## config.mk

```make
export PLATFORM = sky130hd
export DESIGN_NAME = bp_cce_spec_table
export DESIGN_NICKNAME = d
export VERILOG_FILES = /design/src/rtl/bp_cce_spec_table.sv
export SDC_FILE = /design/constraint.sdc
export NUM_CORES = 2
export LEC_CHECK = 0
export CORE_ASPECT_RATIO = 1.2
export CORE_MARGIN = 5
export CORE_UTILIZATION = 45
export DETAILED_ROUTE_END_ITERATION = 8
export DONT_BUFFER_PORTS = 1
export GPL_TIMING_DRIVEN = 0
export PLACE_DENSITY_LB_ADDON = 0.2
export SLEW_MARGIN = 20
export SYNTH_ARGS = -nofsm -noshare
export SYNTH_HDL_FRONTEND = slang
export SYNTH_SLANG_ARGS = --single-unit
```

## constraint.sdc

```tcl
create_clock -name clk_i -period 15.9 [get_ports clk_i]
set_clock_uncertainty 0.05 [all_clocks]
set_input_delay 3.18 -clock clk_i [delete_from_list [all_inputs] [get_ports clk_i]]
set_output_delay 3.18 -clock clk_i [all_outputs]
set_load 0.01 [all_outputs]
```

## src/rtl/bp_cce_spec_table.sv

```systemverilog
// Speculative-access metadata table: registered multi-port reads, field-masked writes,
// sequential flush sweep, and a running count of entries with spec set.
module bp_cce_spec_table
  #(parameter int num_way_groups_p = 64
  , parameter int cce_way_groups_p = 64
  , parameter int num_cce_p        = 1
  , parameter int paddr_width_p    = 40
  , parameter int addr_offset_p    = 6
  , parameter int num_rd_ports_p   = 2
  , localparam int lg_wg_lp  = (num_way_groups_p > 1) ? $clog2(num_way_groups_p) : 1
  , localparam int lg_cwg_lp = (cce_way_groups_p > 1) ? $clog2(cce_way_groups_p) : 1
  , localparam int cnt_w_lp  = $clog2(num_way_groups_p + 1)
  )
  (input  logic                                         clk_i
  , input  logic                                        reset_i
  , input  logic                                        w_v_i
  , output logic                                        w_ready_o
  , input  logic [paddr_width_p-1:0]                    w_addr_i
  , input  logic                                        w_addr_bypass_hash_i
  , input  logic [3:0]                                  w_mask_i
  , input  logic [5:0]                                  w_spec_i
  , input  logic [num_rd_ports_p-1:0]                   r_v_i
  , input  logic [num_rd_ports_p-1:0][paddr_width_p-1:0] r_addr_i
  , input  logic [num_rd_ports_p-1:0]                   r_addr_bypass_hash_i
  , output logic [num_rd_ports_p-1:0]                   r_v_o
  , output logic [num_rd_ports_p-1:0][5:0]              r_spec_o
  , input  logic                                        clear_v_i
  , output logic                                        clear_ready_o
  , output logic                                        clear_done_o
  , output logic [cnt_w_lp-1:0]                         spec_cnt_o
  );

  typedef struct packed {
    logic       spec;
    logic       squash;
    logic       fwd_mod;
    logic [2:0] state;
  } bp_cce_spec_s;

  typedef enum logic {e_ready, e_clear} state_e;

  state_e              state_r, state_n;
  logic [lg_wg_lp-1:0] sweep_idx_r, sweep_idx_n;
  bp_cce_spec_s        mem_r [num_way_groups_p];
  logic [cnt_w_lp-1:0] spec_cnt_r;

  // Hashed index: block line divided across CCEs; bypass takes the low address bits.
  function automatic logic [lg_wg_lp-1:0] map_idx(input logic [lg_cwg_lp-1:0] line,
                                                  input logic [lg_wg_lp-1:0]  low,
                                                  input logic                 bypass);
    return bypass ? low : lg_wg_lp'(32'(line) / 32'(num_cce_p));
  endfunction

  function automatic logic in_range(input logic [lg_wg_lp-1:0] idx);
    return 32'(idx) < 32'(num_way_groups_p);
  endfunction

  function automatic bp_cce_spec_s read_entry(input logic [lg_wg_lp-1:0] idx);
    return in_range(idx) ? mem_r[idx] : '0;
  endfunction

  logic unused_addr_bits;
  assign unused_addr_bits = ^{w_addr_i, r_addr_i};

  assign w_ready_o     = (state_r == e_ready);
  assign clear_ready_o = (state_r == e_ready);
  assign spec_cnt_o    = spec_cnt_r;

  logic [lg_wg_lp-1:0] w_idx;
  bp_cce_spec_s        w_cur, w_merged, w_fmask;
  logic                upd_v;
  logic [lg_wg_lp-1:0] upd_idx;
  bp_cce_spec_s        upd_dat;
  logic                upd_old_spec;

  // At most one entry changes per cycle: the sweep target in e_clear, else an accepted write.
  always_comb begin
    w_idx    = map_idx(w_addr_i[addr_offset_p +: lg_cwg_lp], w_addr_i[lg_wg_lp-1:0],
                       w_addr_bypass_hash_i);
    w_cur    = read_entry(w_idx);
    w_fmask  = {w_mask_i[0], w_mask_i[1], w_mask_i[2], {3{w_mask_i[3]}}};
    w_merged = (w_cur & ~w_fmask) | (w_spec_i & w_fmask);
    upd_v    = 1'b0;
    upd_idx  = w_idx;
    upd_dat  = w_merged;
    if (state_r == e_clear) begin
      upd_v   = 1'b1;
      upd_idx = sweep_idx_r;
      upd_dat = '0;
    end else if (w_v_i && in_range(w_idx)) begin
      upd_v = 1'b1;
    end
    upd_old_spec = read_entry(upd_idx).spec;
  end

  always_comb begin
    state_n      = state_r;
    sweep_idx_n  = sweep_idx_r;
    clear_done_o = 1'b0;
    case (state_r)
      e_ready: begin
        if (clear_v_i) begin
          state_n     = e_clear;
          sweep_idx_n = '0;
        end
      end
      e_clear: begin
        sweep_idx_n = sweep_idx_r + lg_wg_lp'(1);
        if (sweep_idx_r == lg_wg_lp'(num_way_groups_p - 1)) begin
          clear_done_o = 1'b1;
          state_n      = e_ready;
          sweep_idx_n  = '0;
        end
      end
      default: state_n = e_ready;
    endcase
  end

  always_ff @(posedge clk_i or posedge reset_i) begin
    if (reset_i) begin
      state_r     <= e_ready;
      sweep_idx_r <= '0;
      spec_cnt_r  <= '0;
      for (int i = 0; i < num_way_groups_p; i++) mem_r[i] <= '0;
    end else begin
      state_r     <= state_n;
      sweep_idx_r <= sweep_idx_n;
      if (upd_v) begin
        mem_r[upd_idx] <= upd_dat;
        if (!upd_old_spec && upd_dat.spec)
          spec_cnt_r <= spec_cnt_r + cnt_w_lp'(1);
        else if (upd_old_spec && !upd_dat.spec)
          spec_cnt_r <= spec_cnt_r - cnt_w_lp'(1);
      end
    end
  end

  logic [lg_wg_lp-1:0] rd_idx [num_rd_ports_p];
  bp_cce_spec_s        rd_dat [num_rd_ports_p];

  // Write-first: a read of the entry being updated this cycle sees the new value.
  always_comb begin
    for (int p = 0; p < num_rd_ports_p; p++) begin
      rd_idx[p] = map_idx(r_addr_i[p][addr_offset_p +: lg_cwg_lp], r_addr_i[p][lg_wg_lp-1:0],
                          r_addr_bypass_hash_i[p]);
      rd_dat[p] = read_entry(rd_idx[p]);
      if (upd_v && (upd_idx == rd_idx[p])) rd_dat[p] = upd_dat;
    end
  end

  always_ff @(posedge clk_i or posedge reset_i) begin
    if (reset_i) begin
      r_v_o    <= '0;
      r_spec_o <= '0;
    end else begin
      r_v_o <= r_v_i;
      for (int p = 0; p < num_rd_ports_p; p++)
        if (r_v_i[p]) r_spec_o[p] <= rd_dat[p];
    end
  end

endmodule
```

# == Word-level counts from Yosys, hierarchy flattened ==
# Cells that the tools add are included.
# totals
ff_bits,412
out_inout_bits,24
word_cells,326
# classes
n_addsub,3
magnitude_cmp,5
n_eq_ne,4
mux,34
bitwise_logic,9
n_reduce_logical,9
# ops
cell,count
$bwmux 384,1
$bmux 6 s6,4
$mux 6,18
$demux 6 s6,1
$ge 7x7->1 const B,4
$not 6->7,4
$mux 7,2
$and 6x6->6,2
$eq 6x6->1,2
$pmux 6 s2,1
$add 7x1->7 const B,1
$lt 7x1->1 const B,1
$sub 7x1->7 const B,1
$add 6x1->6 const B,1
$eq 6x6->1 const B,1
$mux 1,6
$not 6->6,1
$or 6x6->6,1
$logic_and 1x1->1,5
$logic_not 1->1,2
$ne 2x2->1 const B,1
$pmux 1 s2,1
$reduce_and 2->1,1
$reduce_bool 2->1,1
$not 1->1,1

# == Logic depth before layout (Yosys ltp) ==
# depth
depth_word,12
mapped_depth,23
ltp_nobuf,17

# == Worst setup path after synthesis ==
# No wires, ideal clock.
# synth_timing
path_type,input to register
start,input w_addr_bypass_hash_i
end,register spec_cnt_r[6] (netlist: spec_cnt_o[6])
setup_ps,125
t_arrival_ps,7251
slack_ps,8474
stages,22
path_cell_list,buf_6 > mux2_2 > buf_2 > buf_4 > buf_2 > mux2i_4 > or3_1 > buf_4 > o22ai_1 > o41ai_1 > nand2_1 > or4_1 > ha_1 > inv_1 > ha_1 > a21o_1 > a21oi_1 > o21bai_1 > a21oi_1 > xnor2_1 > nor2_1 > xor2_1
# synth_between
elab_chain_len,12
# synth_rtl
element,line_no,rtl
start: declaration,19,", input logic w_addr_bypass_hash_i"
$mux 6 *,51,return bypass ? low : lg_wg_lp'(32'(line) / 32'(num_cce_p));
$not 6->7 (implied by the code),59,return in_range(idx) ? mem_r[idx] : '0;
$bmux 6 s6,59,
$mux 6 (implied by the code) (2 in a row),59,
$and 6x6->6,82,w_merged = (w_cur & ~w_fmask) | (w_spec_i & w_fmask);
$or 6x6->6,82,
$mux 6,86,if (state_r == e_clear) begin
$logic_not 1->1,132,else if (upd_old_spec && !upd_dat.spec)
$logic_and 1x1->1,132,
$reduce_bool 2->1 (no line),n/a,
$reduce_and 2->1 (no line),n/a,
end signal: assignment,131,spec_cnt_r <= spec_cnt_r + cnt_w_lp'(1);
end signal: assignment,133,spec_cnt_r <= spec_cnt_r - cnt_w_lp'(1);
end: declaration,45,logic [cnt_w_lp-1:0] spec_cnt_r;
# Every way passes the cells marked *; elsewhere a longest branch is shown, timed or not. The select of a mux whose other input is x is not followed.
# A chain may end at the register's enable or synchronous reset.

==> results.toml <==
[floorplanning]
coreArea_um2 = 56000
num_io_pins = 163
start_util_pct = 45.5
num_rows = 95
dieHeight_um = 271
die_x_um = 227
die_area_um2 = 61400

[logic_synthesis]
synth-seq-cells = 412
synth_area_um2 = 25500
yosys.area.top_type = "dfrtp_1"
yosys.area.top_type_share_pct = 40.5
postSynthAreaPerCell_um2 = 10.6
ys_seq_area_share_pct = 40.5
synthTopCellsByCount = "nand2_1 (590), dfrtp_1 (412), o21ai_0 (376)"
async_flop_share_pct = 100
yosysWarnings = 0
synth_ff_type = "dfrtp_1"
synth_edf_count = 0
synth_most_common_cell = "nand2_1"
yosys.cell_types.count = 63
synth_top_cells_by_area = "dfrtp_1 (41%), mux4_2 (24%), nand2_1 (8.7%)"
netlist_instances = 2405
syn-num-nets = 2552

[sta]
period_minus_slack_ps = 9340
slew_headroom_pct = 10.7
slew_violations = 0
layout_setup_ws_ps = 6560
clock.fmax_mhz = 107
setup_viol = 0
hold_viol_final = 0
whs_ps = 475
period_share_pct = 58.8
worst_pin_slew_ps = 1340
rsz0062_at_grt = "no"
fin_setup_tns_ps = 0

[power_and_ir_drop]
comb_power_share_pct = 27.6
p_leak_nw = 11.1
power_mw = 3.07
power.switching_mw = 1.11
p_sw_share_pct = 36.1
ir_worst_vdd_v = 0.000111
power.internal_mw = 1.96
power.density_nw_per_um2 = 109
p_clk_share_pct = 34.7
seq_power_share_pct = 37.8

[worst_setup_path]
cp-start-kind = "input pin"
crit_arrival_ps = 9750
critPathMaxStageDelay_ps = 850
crit_fanout = 10
slowest_stage = "buf_1"
crit_type = "in -> reg"
worst_setup_path_end_kind = "register"
crit_chain = "buf_6 -> mux2i_2 -> buf_2 -> buf_1 -> o21ai_0 -> o22ai_1 -> a21oi_1 -> a21oi_1 -> o311ai_2 -> buf_4 -> buf_4 -> inv_1 -> ha_1 -> inv_1 -> fa_1 -> a21o_1 -> a21oi_1 -> o21bai_1 -> a21oi_1 -> xnor2_1 -> nor2_1 -> xor2_1"
cp.required_ps = 16310
crit_top_cell = "a21oi_1"

[cts]
postCtsSetupBuffers = 0
hold_buffers = 0
cts_resized = 0
clock_latency_ps = 600
cts_root_buffer = "clkbuf_16"
cts_made_buffers = 44
cts_tree = "yes"
cts_sinks = 412
clockBufferDepth = 3
cts.clk_slew.worst_paths_ps = 60
cts.htree.levels = 2

[finish]
regArea_um2 = 10300
area_growth_pct = 10.8
fillers = 5059
fin_area_um2 = 28200
fin_cells = 3231
layout-drive-gt1-share_pct = 20.1
nNetsFinal = 2618
post-route-util_pct = 50.4
multiInputGateArea_um2 = 14200

[global_route]
grt_pass1_wl_um = 168000
antenna_found_initial = 7
grt_start_max_net_pins = 109
grt_pass1_vias = 22567
grtUsageTotal_pct = 38.5
overflow = 0

[min_path]
hp-class = "reg -> reg"

[run]
cap_violations = 0

[routing]
antenna_left = 0
drt_first_iter_violations = 3647
routed_wl_um = 119000
routedWlPerCell_um = 36.9
route.detailed.vias_per_inst = 7.05
route.vias.total = 22766
drc_errors = 0
dr.pass1.iters = 8

[run_status]
outcome = "completed"

[placement]
hpwl_um = 89300
gp_congestion = 1.11
numPortBuffers = 0
preCtsSetupSlack_ps = 6180
post_dp_cell_area_um2 = 26700
dp.cells = 3152
-- cell usage in the layout (no fill, tap or decap), drive strengths merged, types with 5 or more instances in the layout --
cell    Yosys  final
mux2i      92     92
o41ai       8      8
a32oi       9      9
xnor2      16     16
dfrtp     412    412
o22ai      38     38
bufinv      0      5
or3        10     10
inv        18     18
nand2     590    590
and3        8      8
nand2b     12     12
a41oi       6      6
o221ai      6      6
nand3      32     32
clkbuf    121    179
a221oi      6      6
nor3        5      5
a22oi      42     42
ha          7      7
mux4      267    267
buf        91    110
nor2       45     45
o21ai     406    406
a211oi     10     10
a21oi      38     38
nand4       9      9
mux2       26     26
o211ai     12     12
o311ai      6      6
clkinv      1     14
o31ai       6      6
-- logic make-up after synthesis --
logic type / count (synthesis) / share of synthesized area [%]
AOI/OAI and AO/OA: 621 / 14.2
adders and majority gates: 8 / 0.423
DFF: 412 / 40.5
buffers and inverters: 231 / 4.08
xor gates and xnor gates: 19 / 0.654
and+or+nand+nor: 729 / 11.6
muxes: 385 / 28.5
-- sequential cells by signal, indices dropped and copies added (netlist names) --
register and count:
mem_r 384, r_spec_o 12, r_v_o 2, spec_cnt_o 7
state_r 1, sweep_idx_r 6
-- final timing paths --
| check | slack [ps] | endpoint | startpoint | depth (start not counted) |
|---|---|---|---|---|
| max in group asynchronous | 11890 | mem_r[210] | reset_i | 3 |
| min in group asynchronous | 2430 | mem_r[15] | reset_i | 1 |
| max | 6560 | spec_cnt_o[6] | w_addr_bypass_hash_i | 22 |
| min | 470 | mem_r[153] | mem_r[153] | 2 |
| max reg2reg | 10140 | spec_cnt_o[6] | state_r | 19 |
| min reg2reg | 470 | mem_r[153] | mem_r[153] | 2 |
-- layer usage --
metal  part of all wire, %  global-route usage [%]
met1                    35                    48.1
met2                    43                    55.3
met3                    12                    13.3
met4                   9.9                    28.1
met5                0.0059                       0
-- critical path: cells and delay by family --
| kind | cells | cell delay [ps] |
|---|---|---|
| AOI/OAI and AO/OA | 9 | 2540 |
| muxes | 1 | 800 |
| xor gates and xnor gates | 2 | 290 |
| buffers and inverters | 7 | 2220 |
| adders and majority gates | 2 | 640 |
| and+or+nand+nor | 1 | 70 |
-- power groups by stage --
stage	clock network (mW)	logic [mW]	registers (mW)
floorplan	0	0.471	1.15
global placement	0	0.766	1.17
detailed placement	0	0.809	1.17
CTS	1.07	0.810	1.16
global route	1.12	0.870	1.16
finish	1.06	0.846	1.16
-- area by class of cell --
| cell class | count | area share, % |
|---|---|---|
| antenna | 3 | 0.0266 |
| buffer | 212 | 3.47 |
| clock buffer | 57 | 4.26 |
| clock inverter | 19 | 0.817 |
| inverter | 19 | 0.280 |
| multi-input combinational | 1762 | 50.3 |
| sequential | 412 | 36.6 |
| tap | 727 | 3.23 |
| timing repair buffer | 20 | 1.04 |
(Power assumes the default switching activity.)
